--- config.mk ---
export PLATFORM = sky130hd
export DESIGN_NAME = am2302_bcd_decoder
export DESIGN_NICKNAME = d
export VERILOG_FILES = /design/src/rtl/am2302_bcd_decoder.sv
export SDC_FILE = /design/constraint.sdc
export NUM_CORES = 1
export LEC_CHECK = 0
export CELL_PAD_IN_SITES_DETAIL_PLACEMENT = 0
export CELL_PAD_IN_SITES_GLOBAL_PLACEMENT = 1
export CORE_MARGIN = 2
export CORE_UTILIZATION = 37
export DETAILED_ROUTE_END_ITERATION = 7
export PLACE_DENSITY_LB_ADDON = 0.08
export SYNTH_ARGS = -nofsm -noshare
export SYNTH_HDL_FRONTEND = slang
export SYNTH_SLANG_ARGS = --single-unit
--- constraint.sdc ---
create_clock -name clk -period 5.4 [get_ports clk]
set_input_delay 0.81 -clock clk [delete_from_list [all_inputs] [get_ports clk]]
set_output_delay 0.81 -clock clk [all_outputs]
set_load 0.02 [all_outputs]
--- src/rtl/am2302_bcd_decoder.sv ---
// -----------------------------------------------------------------------------
// am2302_bcd_decoder
//
// Purpose:
//    Takes the 5-byte AM2302 frame from the single-wire master in one strobe.
//    It checks the checksum and the value range, and then converts humidity
//    and temperature magnitude into packed 4-digit BCD (tenths). The BCD
//    conversion is a sequential shift-add-3 (double-dabble) engine that
//    handles one bit per cycle.
//
// Ports:
//    clk           system clock
//    rst_n         asynchronous active-low reset
//    frame_valid   one-cycle strobe, frame_data is valid in that cycle
//    frame_data    {RH hi, RH lo, T hi, T lo, checksum}
//    busy          high whenever the FSM is not IDLE
//    result_valid  one-cycle pulse, new status (and digits if good) ready
//    hum_bcd       humidity, 4 BCD digits, tenths
//    temp_bcd      temperature magnitude, 4 BCD digits, tenths
//    temp_neg      temperature sign (negative zero reports positive)
//    chk_err       last frame failed the checksum
//    range_err     last frame had a value above 9999
//    overrun       sticky, a frame arrived while busy
// -----------------------------------------------------------------------------
module am2302_bcd_decoder (
   input  logic        clk,
   input  logic        rst_n,
   input  logic        frame_valid,
   input  logic [39:0] frame_data,
   output logic        busy,
   output logic        result_valid,
   output logic [15:0] hum_bcd,
   output logic [15:0] temp_bcd,
   output logic        temp_neg,
   output logic        chk_err,
   output logic        range_err,
   output logic        overrun
);

   typedef enum logic [2:0] {
      IDLE,
      CHECK,
      CONV_H,
      CONV_T,
      DONE
   } state_t;

   state_t      state_q, state_d;
   logic [39:0] frame_q, frame_d;
   logic [15:0] bcd_q, bcd_d;
   logic [15:0] bin_q, bin_d;
   logic [3:0]  cnt_q, cnt_d;
   logic [15:0] hum_tmp_q, hum_tmp_d;
   logic [15:0] hum_bcd_q, hum_bcd_d;
   logic [15:0] temp_bcd_q, temp_bcd_d;
   logic        temp_neg_q, temp_neg_d;
   logic        chk_err_q, chk_err_d;
   logic        range_err_q, range_err_d;
   logic        overrun_q, overrun_d;
   logic        result_valid_q, result_valid_d;

   logic [7:0]  sum;
   logic [15:0] humidity;
   logic [15:0] tmag;
   logic [15:0] bcd_adj;
   logic [15:0] bcd_next;
   logic [15:0] bin_next;

   // Frame field decode plus one double-dabble step. Every BCD nibble that is
   // 5 or more gets 3 added, so that the following left shift carries
   // correctly into the next decimal digit. The binary MSB shifts into the
   // BCD LSB.
   always_comb begin
      sum      = frame_q[39:32] + frame_q[31:24] + frame_q[23:16] + frame_q[15:8];
      humidity = frame_q[39:24];
      tmag     = {1'b0, frame_q[22:8]};
      bcd_adj  = bcd_q;
      for (int i = 0; i < 4; i++) begin
         if (bcd_q[4*i +: 4] >= 4'd5) begin
            bcd_adj[4*i +: 4] = bcd_q[4*i +: 4] + 4'd3;
         end
      end
      {bcd_next, bin_next} = {bcd_adj, bin_q} << 1;
   end

   // Next-state and next-output logic. Error frames never touch the digit
   // outputs, so a display keeps showing the last good reading. On a good
   // frame the humidity result is parked in hum_tmp until the temperature
   // finishes, so that both digit words change on the same edge.
   always_comb begin
      state_d        = state_q;
      frame_d        = frame_q;
      bcd_d          = bcd_q;
      bin_d          = bin_q;
      cnt_d          = cnt_q;
      hum_tmp_d      = hum_tmp_q;
      hum_bcd_d      = hum_bcd_q;
      temp_bcd_d     = temp_bcd_q;
      temp_neg_d     = temp_neg_q;
      chk_err_d      = chk_err_q;
      range_err_d    = range_err_q;
      overrun_d      = overrun_q;
      result_valid_d = 1'b0;

      case (state_q)
         IDLE: begin
            if (frame_valid) begin
               frame_d   = frame_data;
               overrun_d = 1'b0;
               state_d   = CHECK;
            end
         end

         CHECK: begin
            if (sum != frame_q[7:0]) begin
               chk_err_d   = 1'b1;
               range_err_d = 1'b0;
               state_d     = DONE;
            end else if ((humidity > 16'd9999) || (tmag > 16'd9999)) begin
               chk_err_d   = 1'b0;
               range_err_d = 1'b1;
               state_d     = DONE;
            end else begin
               chk_err_d   = 1'b0;
               range_err_d = 1'b0;
               bcd_d       = 16'd0;
               bin_d       = humidity;
               cnt_d       = 4'd0;
               state_d     = CONV_H;
            end
         end

         CONV_H: begin
            bcd_d = bcd_next;
            bin_d = bin_next;
            cnt_d = cnt_q + 4'd1;
            if (cnt_q == 4'd15) begin
               hum_tmp_d = bcd_next;
               bcd_d     = 16'd0;
               bin_d     = tmag;
               cnt_d     = 4'd0;
               state_d   = CONV_T;
            end
         end

         CONV_T: begin
            bcd_d = bcd_next;
            bin_d = bin_next;
            cnt_d = cnt_q + 4'd1;
            if (cnt_q == 4'd15) begin
               hum_bcd_d  = hum_tmp_q;
               temp_bcd_d = bcd_next;
               temp_neg_d = frame_q[23] & (tmag != 16'd0);
               cnt_d      = 4'd0;
               state_d    = DONE;
            end
         end

         DONE: begin
            result_valid_d = 1'b1;
            state_d        = IDLE;
         end

         default: begin
            state_d = IDLE;
         end
      endcase

      // A strobe that cannot be accepted is dropped. It only leaves a trace.
      if (frame_valid && (state_q != IDLE)) begin
         overrun_d = 1'b1;
      end
   end

   // State register. Reset returns everything, outputs included, to zero, so
   // an aborted conversion never produces a result.
   always_ff @(posedge clk or negedge rst_n) begin
      if (!rst_n) begin
         state_q        <= IDLE;
         frame_q        <= '0;
         bcd_q          <= '0;
         bin_q          <= '0;
         cnt_q          <= '0;
         hum_tmp_q      <= '0;
         hum_bcd_q      <= '0;
         temp_bcd_q     <= '0;
         temp_neg_q     <= 1'b0;
         chk_err_q      <= 1'b0;
         range_err_q    <= 1'b0;
         overrun_q      <= 1'b0;
         result_valid_q <= 1'b0;
      end else begin
         state_q        <= state_d;
         frame_q        <= frame_d;
         bcd_q          <= bcd_d;
         bin_q          <= bin_d;
         cnt_q          <= cnt_d;
         hum_tmp_q      <= hum_tmp_d;
         hum_bcd_q      <= hum_bcd_d;
         temp_bcd_q     <= temp_bcd_d;
         temp_neg_q     <= temp_neg_d;
         chk_err_q      <= chk_err_d;
         range_err_q    <= range_err_d;
         overrun_q      <= overrun_d;
         result_valid_q <= result_valid_d;
      end
   end

   assign busy         = (state_q != IDLE);
   assign result_valid = result_valid_q;
   assign hum_bcd      = hum_bcd_q;
   assign temp_bcd     = temp_bcd_q;
   assign temp_neg     = temp_neg_q;
   assign chk_err      = chk_err_q;
   assign range_err    = range_err_q;
   assign overrun      = overrun_q;

endmodule

### Yosys cells after proc, flatten, opt, wreduce, memory -nomap -nowiden

Cells that the tools add are included.

| word-level totals | value |
|---|---|
| bits in registers | 132 |
| input port bits | 43 |
| output and inout port bits | 38 |
| logic and storage cells | 85 |

| operators by class | value |
|---|---|
| $add $sub $neg | 8 |
| magnitude comparators | 6 |
| eq/ne operators | 11 |
| muxes and demuxes | 29 |
| bitwise logic cells | 1 |
| reduce and logical (&&, ||, !) cells | 17 |

Operators by type and width:

| cell | count |
|---|---|
| two-way mux 16 bit | 6 |
| case mux 16 bit (3 select lines) | 2 |
| adder 8 bit | 3 |
| two-way mux 4 bit | 6 |
| two-way mux 3 bit | 6 |
| >= comparator 4 x 3 -> 1 bit (second input constant) | 4 |
| greater-than comparator 16 x 14 -> 1 bit (second input constant) | 1 |
| nonzero test 16 bit | 1 |
| greater-than comparator 15 x 14 -> 1 bit (second input constant) | 1 |
| adder 4 x 2 -> 4 bit (second input constant) | 3 |
| case mux 3 bit (4 select lines) | 1 |
| != test 2 bit (second input constant) | 5 |
| AND reduction 3 bit | 3 |
| != test 8 bit | 1 |
| case mux 4 bit (2 select lines) | 1 |
| AND reduction 2 bit | 4 |
| two-way mux 1 bit | 7 |
| equality test 3 x 2 -> 1 bit (second input constant) | 2 |
| nonzero test 2 bit | 3 |
| nonzero test 3 bit | 2 |
| adder 4 x 1 -> 4 bit (second input constant) | 1 |
| equality test 4 bit (second input constant) | 1 |
| adder 3 x 2 -> 3 bit (second input constant) | 1 |
| equality test 3 x 1 -> 1 bit (second input constant) | 1 |
| other kinds (6) | 6 |

### Depth between registers and ports, before layout

Gate-level depths: netlist (run 1).

| logic depth | value |
|---|---|
| depth after elaboration | 6 |
| depth in mapped cells | 14 |
| mapped depth without buffers | 12 |

### Least setup slack after synthesis (run 1)

No wires, ideal clock.

| timing | value |
|---|---|
| path kind | reg-to-reg |
| start | register frame_q[9] |
| end | register bin_q[13] |
| library setup time | 127 ps |
| arrival time | 3574 ps |
| required time | 5273 ps |
| path slack | 1699 ps |
| cell stages (with the launch flop) | 14 |
| buffers on the path | 1 |
| period minus slack after synthesis | 3701 ps |
| cell sequence | dfrtp_1 > fa_1 > inv_1 > fa_1 > inv_1 > ha_1 > fa_1 > xnor3_1 > nand4_1 > nor3_1 > o2111a_2 > a21oi_4 > buf_8 > mux2_1 |

| between the ends | value |
|---|---|
| longest elaborated chain between the ends | 4 |
| elaborated cells between the ends (all ways) | 7 |
| those cells by class | 1 x add/sub; 1 x order compare; 3 x eq/ne; 2 x reduce/logical |

Ends and longest elaborated chain:

| element | RTL line | source |
|---|---|---|
| start, declared | 49 | `logic [39:0] frame_q, frame_d;` |
| start signal, assigned | 194 | `frame_q <= frame_d;` |
| adder 8 bit / greater-than comparator 15 x 14 -> 1 bit (equally long branches) | 74, 119 |  |
| != test 8 bit / logical OR 1 bit (equally long branches) | 115, 119 |  |
| != test 2 bit (no source line) | n/a |  |
| AND reduction 3 bit (no source line) (*) | n/a |  |
| end signal, assigned | 196 | `bin_q <= bin_d;` |
| end, declared | 51 | `logic [15:0] bin_q, bin_d;` |

Every way passes the cells marked *; elsewhere a longest branch is shown, timed or not.
A chain may end at the register's enable or synchronous reset.

### Worst setup path after layout (run 1)

| timing | value |
|---|---|
| start | register frame_q[9] |
| end | register bcd_q[11] |

| between the ends | value |
|---|---|
| longest elaborated chain between the ends | 4 |
| elaborated cells between the ends (all ways) | 7 |
| those cells by class | 1 x add/sub; 1 x order compare; 3 x eq/ne; 2 x reduce/logical |

Ends and longest elaborated chain:

| element | RTL line | source |
|---|---|---|
| adder 8 bit / greater-than comparator 15 x 14 -> 1 bit (equally long branches) | 74, 119 |  |
| != test 8 bit / logical OR 1 bit (equally long branches) | 115, 119 |  |
| != test 2 bit (no source line) | n/a |  |
| AND reduction 3 bit (no source line) (*) | n/a |  |
| end signal, assigned | 181 | `bcd_q <= '0;` |
| end signal, assigned | 195 | `bcd_q <= bcd_d;` |
| end, declared | 50 | `logic [15:0] bcd_q, bcd_d;` |

Marked as above.

==> flow_summary.ini, run 1 <==
[status]
status = completed

[global_route]
met3_usage_pct = 4.00
grt_busiest_layer = met1
grt_util_all_layers_pct = 17.6
met1_usage_pct = 26.0
grt_pass1_wl_microns = 25000
met2_usage_pct = 25.0
grt_max_degree = 57
grt_pass1_vias = 4614
grt_overflow_total = 0
antenna_found_initial = 0

[drt]
via_per_inst = 5.02
drt-initial-drc-count = 245
num_vias = 4616
final_antenna_net_count = 0
wl_microns = 15100
drc_errors = 0
wl_per_cell_microns = 16.4
firstDrtPassIters = 4

[synth]
synth-simple-area-share_pct = 14.1
synth_area_leader_cell = dfrtp_1
syn_area_sq_um = 6520
ys_warn_count = 0
synthCells = 606
ys_seq_elements = 132
synthTopCellsByCount = dfrtp_1 (132), nand2_1 (124), o21ai_0 (50), mux2_2 (43), nor2_1 (35)
synth_xor_area_share_pct = 3.17
synth_mux_area_share_pct = 8.98
yosysTopAreaCellShare_pct = 50.7
synth-main-ff-cell = dfrtp_1
synthAdderAreaFrac_pct = 7.37
synth_edf_count = 0
synth_area_leaders = dfrtp_1 (51%), mux2_2 (7.4%), nand2_1 (7.1%)
synth_area_per_cell_sq_um = 10.8
synth-compound-area-share_pct = 12.3
synth_seq_area_share_pct = 50.7
synth_nets = 679
ys_types = 50
synthArstFlopShare_pct = 100
synth_top_family_by_area = simple AND/OR/NAND/NOR gates
synth_most_common_cell = dfrtp_1

[layout]
final_layout_size_suffix_gt1_share_pct = 15.7
fin_cells = 919
syn2layout_area_growth_pct = 24.1
fillers = 1655
nets = 754
antennaDiodeCount = 0

[sta]
rsz0062_at_grt = no
finalCritPeriodShare_pct = 78.2
tightest_slew_ps = 1140
relSlewSlack_pct = 23.5
fin_crit_ps = 4220
fin_worst_skew_ps = 7.93
hold_violations = 0
setup_viol = 0
setup_tns_ps = 0
drv_slew = 0
max_freq_mhz = 237

[flow_run]
maxCapViolCount = 0

[clock_tree]
cts_buffer_depth = 2
cts_tree = yes
cts.repair.resized = 0
cts.sinks = 132
clock_latency_ps = 420
cts_max_level = 4
cts_hold_buf = 0
post_cts_buffers = 0
cts_buffers = 17
cts_root_buf = clkbuf_16
cts.reportedPaths.clkPinSlew_ps = 60

[floorplanning]
die_x_microns = 137
pin_count = 81
fp.dieArea_sq_um = 18700
die_h_microns = 137
rows = 48
start_util_pct = 37.8
core_area_sq_um = 17200

[setup_path]
path_common_cell = fa_1
crit_fanout = 23
cp_slowest_cell = a21oi_4
endpoint_kind = register
timing.critical_path.from_type = register
critPathMaxStageDelay_ps = 680
required_ps = 5760
worst-setup-path-type = reg -> reg
crit_chain = fa_1 -> inv_1 -> fa_1 -> inv_1 -> ha_1 -> fa_1 -> xnor3_1 -> nand4_1 -> nor3_1 -> o2111a_2 -> a21oi_4 -> buf_4 -> a21bo_2
cp.arrival_ps = 4580

[power_and_ir_drop]
p_total_mw = 5.17
ir_worst_vdd_v = 0.000527
pwr_density_cell_nw_per_um2 = 639
leakage_nw = 3.52

[place]
dp.cells = 887
port_buffers = 80
detailed_place_hpwl_microns = 10700
routabilityCongestion = 0.856

[min_path]
worstHoldPathType = in -> async
state kept, by name, summed over array words and instances, names as in the netlist, 3 cells and up:
name	flops
bcd_q	16
bin_q	16
cnt_q	4
frame_q	40
hum_bcd	16
hum_tmp_q	16
state_q	3
temp_bcd	16
worst max-delay path, delay by kind of cell, from the launching register on:
family | cells | cell delay, ps
fa+ha+maj | 4 | 1690
flops | 1 | 420
xor+xnor | 1 | 380
buf+inv | 3 | 470
simple gates | 2 | 170
compound gates | 3 | 1020
through the flow:
step           worst slack [ps]  area [sq um]  utilization (%)  hold slack, ps
2_1_floorplan              1700          6520                -             433
3_3_place_gp               1280          7510             43.6             454
3_5_place_dp               1200          7510             43.6             454
4_1_cts                    1170          8090             46.9             335
5_1_grt                     937          8090             46.9             360
6_report                   1180          8090             46.9             328
area by class of cell:
class                      instances  area [sq um]  area share, %
multi-input combinational        423          3010           37.2
clock buffer                      17           425           5.26
inverter                          23          86.3           1.07
tap                              225           282           3.48
sequential                       132          3300           40.8
timing repair buffer              84           828           10.2
clock inverter                    15           158           1.95
final timing paths:
check,to,cells after the start,slack [ps],from
min in group clk,hum_bcd[15],2,460,hum_tmp_q[15]
setup / recovery,bcd_q[11],13,1180,frame_q[9]
hold reg to reg,hum_bcd[15],2,460,hum_tmp_q[15]
setup reg to reg,bcd_q[11],13,1180,frame_q[9]
max in group asynchronous,temp_bcd[9],2,4000,rst_n
hold / removal,frame_q[2],1,330,rst_n
layer usage:
| metal | share of wire, % | vias to the layer above |
|---|---|---|
| met5 | 0 | - |
| met4 | 1.5 | 0 |
| met3 | 4.7 | 16 |
| met2 | 44 | 76 |
| met1 | 50 | 2292 |
| li1 | - | 2232 |
power by group:
group / internal (mW) / total [mW] / switching (mW) / leakage [nW]
combinational: 1.23 / 2.60 / 1.37 / 1.49
sequential: 1.18 / 1.42 / 0.242 / 1.75
clock: 0.682 / 1.14 / 0.463 / 0.287
placed cells by master (no fill, tap or decap), drive strengths merged, types with 14 or more instances in the layout:
cell,instances
clkdlybuf4s50,79
fa,14
dfrtp,132
nand2,124
a21oi,18
o21ai,50
ha,16
clkbuf,17
inv,25
nor2,35
mux2,50
kinds of logic (layout without fill, tap and decap cells):
family | after synthesis | count (layout)
simple gates | 210 | 210
flops | 132 | 132
compound gates | 115 | 115
buf+inv | 51 | 139
mux | 50 | 50
fa+ha+maj | 30 | 30
xor+xnor | 18 | 18
(Power assumes the default switching activity.)
==> run 2, diff against run 1 <==
==> constraint.sdc (replaced) <==
create_clock -name clk -period 4.4 [get_ports clk]
set_input_delay 0.66 -clock clk [delete_from_list [all_inputs] [get_ports clk]]
set_output_delay 0.66 -clock clk [all_outputs]
set_load 0.02 [all_outputs]
==> run 2 against run 1 <==
  * Clock skew shrank 1.9 ps
  * Maximum frequency grew 0.89%
  * Register-to-register slack lost 960 ps
  * Sequential share of layout area is essentially flat
  * Critical path depth is the same
  * Count of clock-buffer cells in the layout grew 1
  * Power grew 21%
  * Flip-flop and latch count is the same
  * Critical path type unchanged
  * Critical endpoint is now bcd_q[0]
==> flow_summary.ini, run 2 (same netlist as run 1, synthesis figures left out) <==
[place]
routabilityCongestion = 0.802
port_buffers = 80
pre_cts_slack_ps = 207
detailed_place_hpwl_microns = 10700

[global_route]
grt_max_degree = 73
grt_pass1_vias = 4615
grt_pass1_wl_microns = 24700
grt_util_all_layers_pct = 17.3
antenna_found_initial = 0
grt_overflow_total = 0

[setup_path]
crit_fanout = 21
timing.critical_path.from_type = register
endpoint_kind = register
cp.arrival_ps = 4540
worst-setup-path-type = reg -> reg
required_ps = 4750

[clock_tree]
cts.sinks = 132
cts_buffer_depth = 2
clock_latency_ps = 410
cts_root_buf = clkbuf_16
cts_hold_buf = 0
cts.reportedPaths.clkPinSlew_ps = 60
cts_buffers = 17
post_cts_buffers = 0
cts.repair.resized = 0
cts_tree = yes
cts_max_level = 4

[drt]
top_layer = met4
wl_per_cell_microns = 16.2
drt-initial-drc-count = 220
final_antenna_net_count = 0
route.met2.wl_microns = 6630
firstDrtPassIters = 4
drc_errors = 0
wl_microns = 15000
num_vias = 4641
wl_met3_microns = 521
wl_met1_microns = 7610
via_per_inst = 5.03

[power_and_ir_drop]
p_int_mw = 3.77
ir_worst_vdd_v = 0.000622
seqPwrFrac_pct = 27.9
leakage_nw = 3.52
p_sw_share_pct = 39.6
power.switching_mw = 2.47
power_frac_comb_pct = 50.1
clockPowerShare_pct = 21.9
pwr_density_cell_nw_per_um2 = 772

[min_path]
worstHoldPathType = in -> async

[layout]
multi_input_area_sq_um = 3010
largest_reg_flops = 40
antennaDiodeCount = 0
syn2layout_area_growth_pct = 24.2
fillers = 1630
final_layout_size_suffix_gt1_share_pct = 15.9
layout_commonest_cell = dfrtp_1
nets = 757
final_cell_mix = dfrtp_1 (132), nand2_1 (124), clkdlybuf4s50_1 (79)
seq_area_sq_um = 3300
largest-register = frame_q

[sta]
relSlewSlack_pct = 22.6
rsz0062_at_grt = no
drv_slew = 0
tightest_slew_ps = 1160
finalCritPeriodShare_pct = 95.2
setup_tns_ps = 0
layout_setup_ws_ps = 213
hold_violations = 0
fin_worst_skew_ps = 6.07
fin_crit_ps = 4190
setup_viol = 0
max_freq_mhz = 239

[floorplanning]
pin_count = 81
core_area_sq_um = 17200
fp.dieArea_sq_um = 18700
die_x_microns = 137
rows = 48
start_util_pct = 37.8
die_h_microns = 137

[flow_run]
maxCapViolCount = 0

[status]
status = completed
run 2: critical path, cell delays in order (launching register included):
cell and delay [ps]:
dfrtp_1 430, fa_1 550, inv_1 50, fa_1 490, inv_1 40, ha_1 220
fa_1 430, xnor3_1 380, nand4_1 80, nor3_1 80, o2111a_2 180, a21oi_4 640
buf_4 380, a22o_1 170
run 2: worst paths after layout:
path                       startpoint          end  slack (ps)  cells after the start
max                        frame_q[9]     bcd_q[0]         210                     13
min                             rst_n   frame_q[2]         380                      1
max reg2reg                frame_q[9]     bcd_q[0]         210                     13
min reg2reg                hum_bcd[5]   hum_bcd[5]         470                      2
max in group asynchronous       rst_n  temp_bcd[4]        3090                      2
min in group clk           hum_bcd[5]   hum_bcd[5]         470                      2
run 2: layer usage:
| metal | track usage [%] | vias up |
|---|---|---|
| li1 | - | 2229 |
| met1 | 25.8 | 2302 |
| met2 | 25.3 | 93 |
| met3 | 3.00 | 17 |
| met4 | 6.02 | 0 |
| met5 | 0 | - |
run 2: power groups by stage:
stage,registers (mW),clock network (mW),logic (mW)
after floorplan,1.67,0,2.40
after global placement,1.77,0,3.09
after detailed placement,1.77,0,3.12
after CTS,1.75,1.41,3.16
after global routing,1.79,1.45,3.53
final,1.75,1.37,3.13
run 2: area by class of cell:
class | count | share of cell area (%)
Clock buffer | 18 | 5.30
Clock inverter | 14 | 1.70
Inverter | 23 | 1.07
Multi-Input combinational cell | 423 | 37.2
Sequential cell | 132 | 40.8
Tap cell | 225 | 3.48
Timing Repair Buffer | 87 | 10.5
run 2: per-stage QoR:
stage	util (%)	instance area [sq um]	hold slack (ps)	std cells	power, mW
floorplan	-	6520	364	606	4.08
finish	47.0	8100	375	922	6.25
global placement	43.7	7530	459	890	4.86
detailed placement	43.7	7530	462	890	4.89
CTS	47.0	8100	418	922	6.32
global route	47.0	8100	455	922	6.77
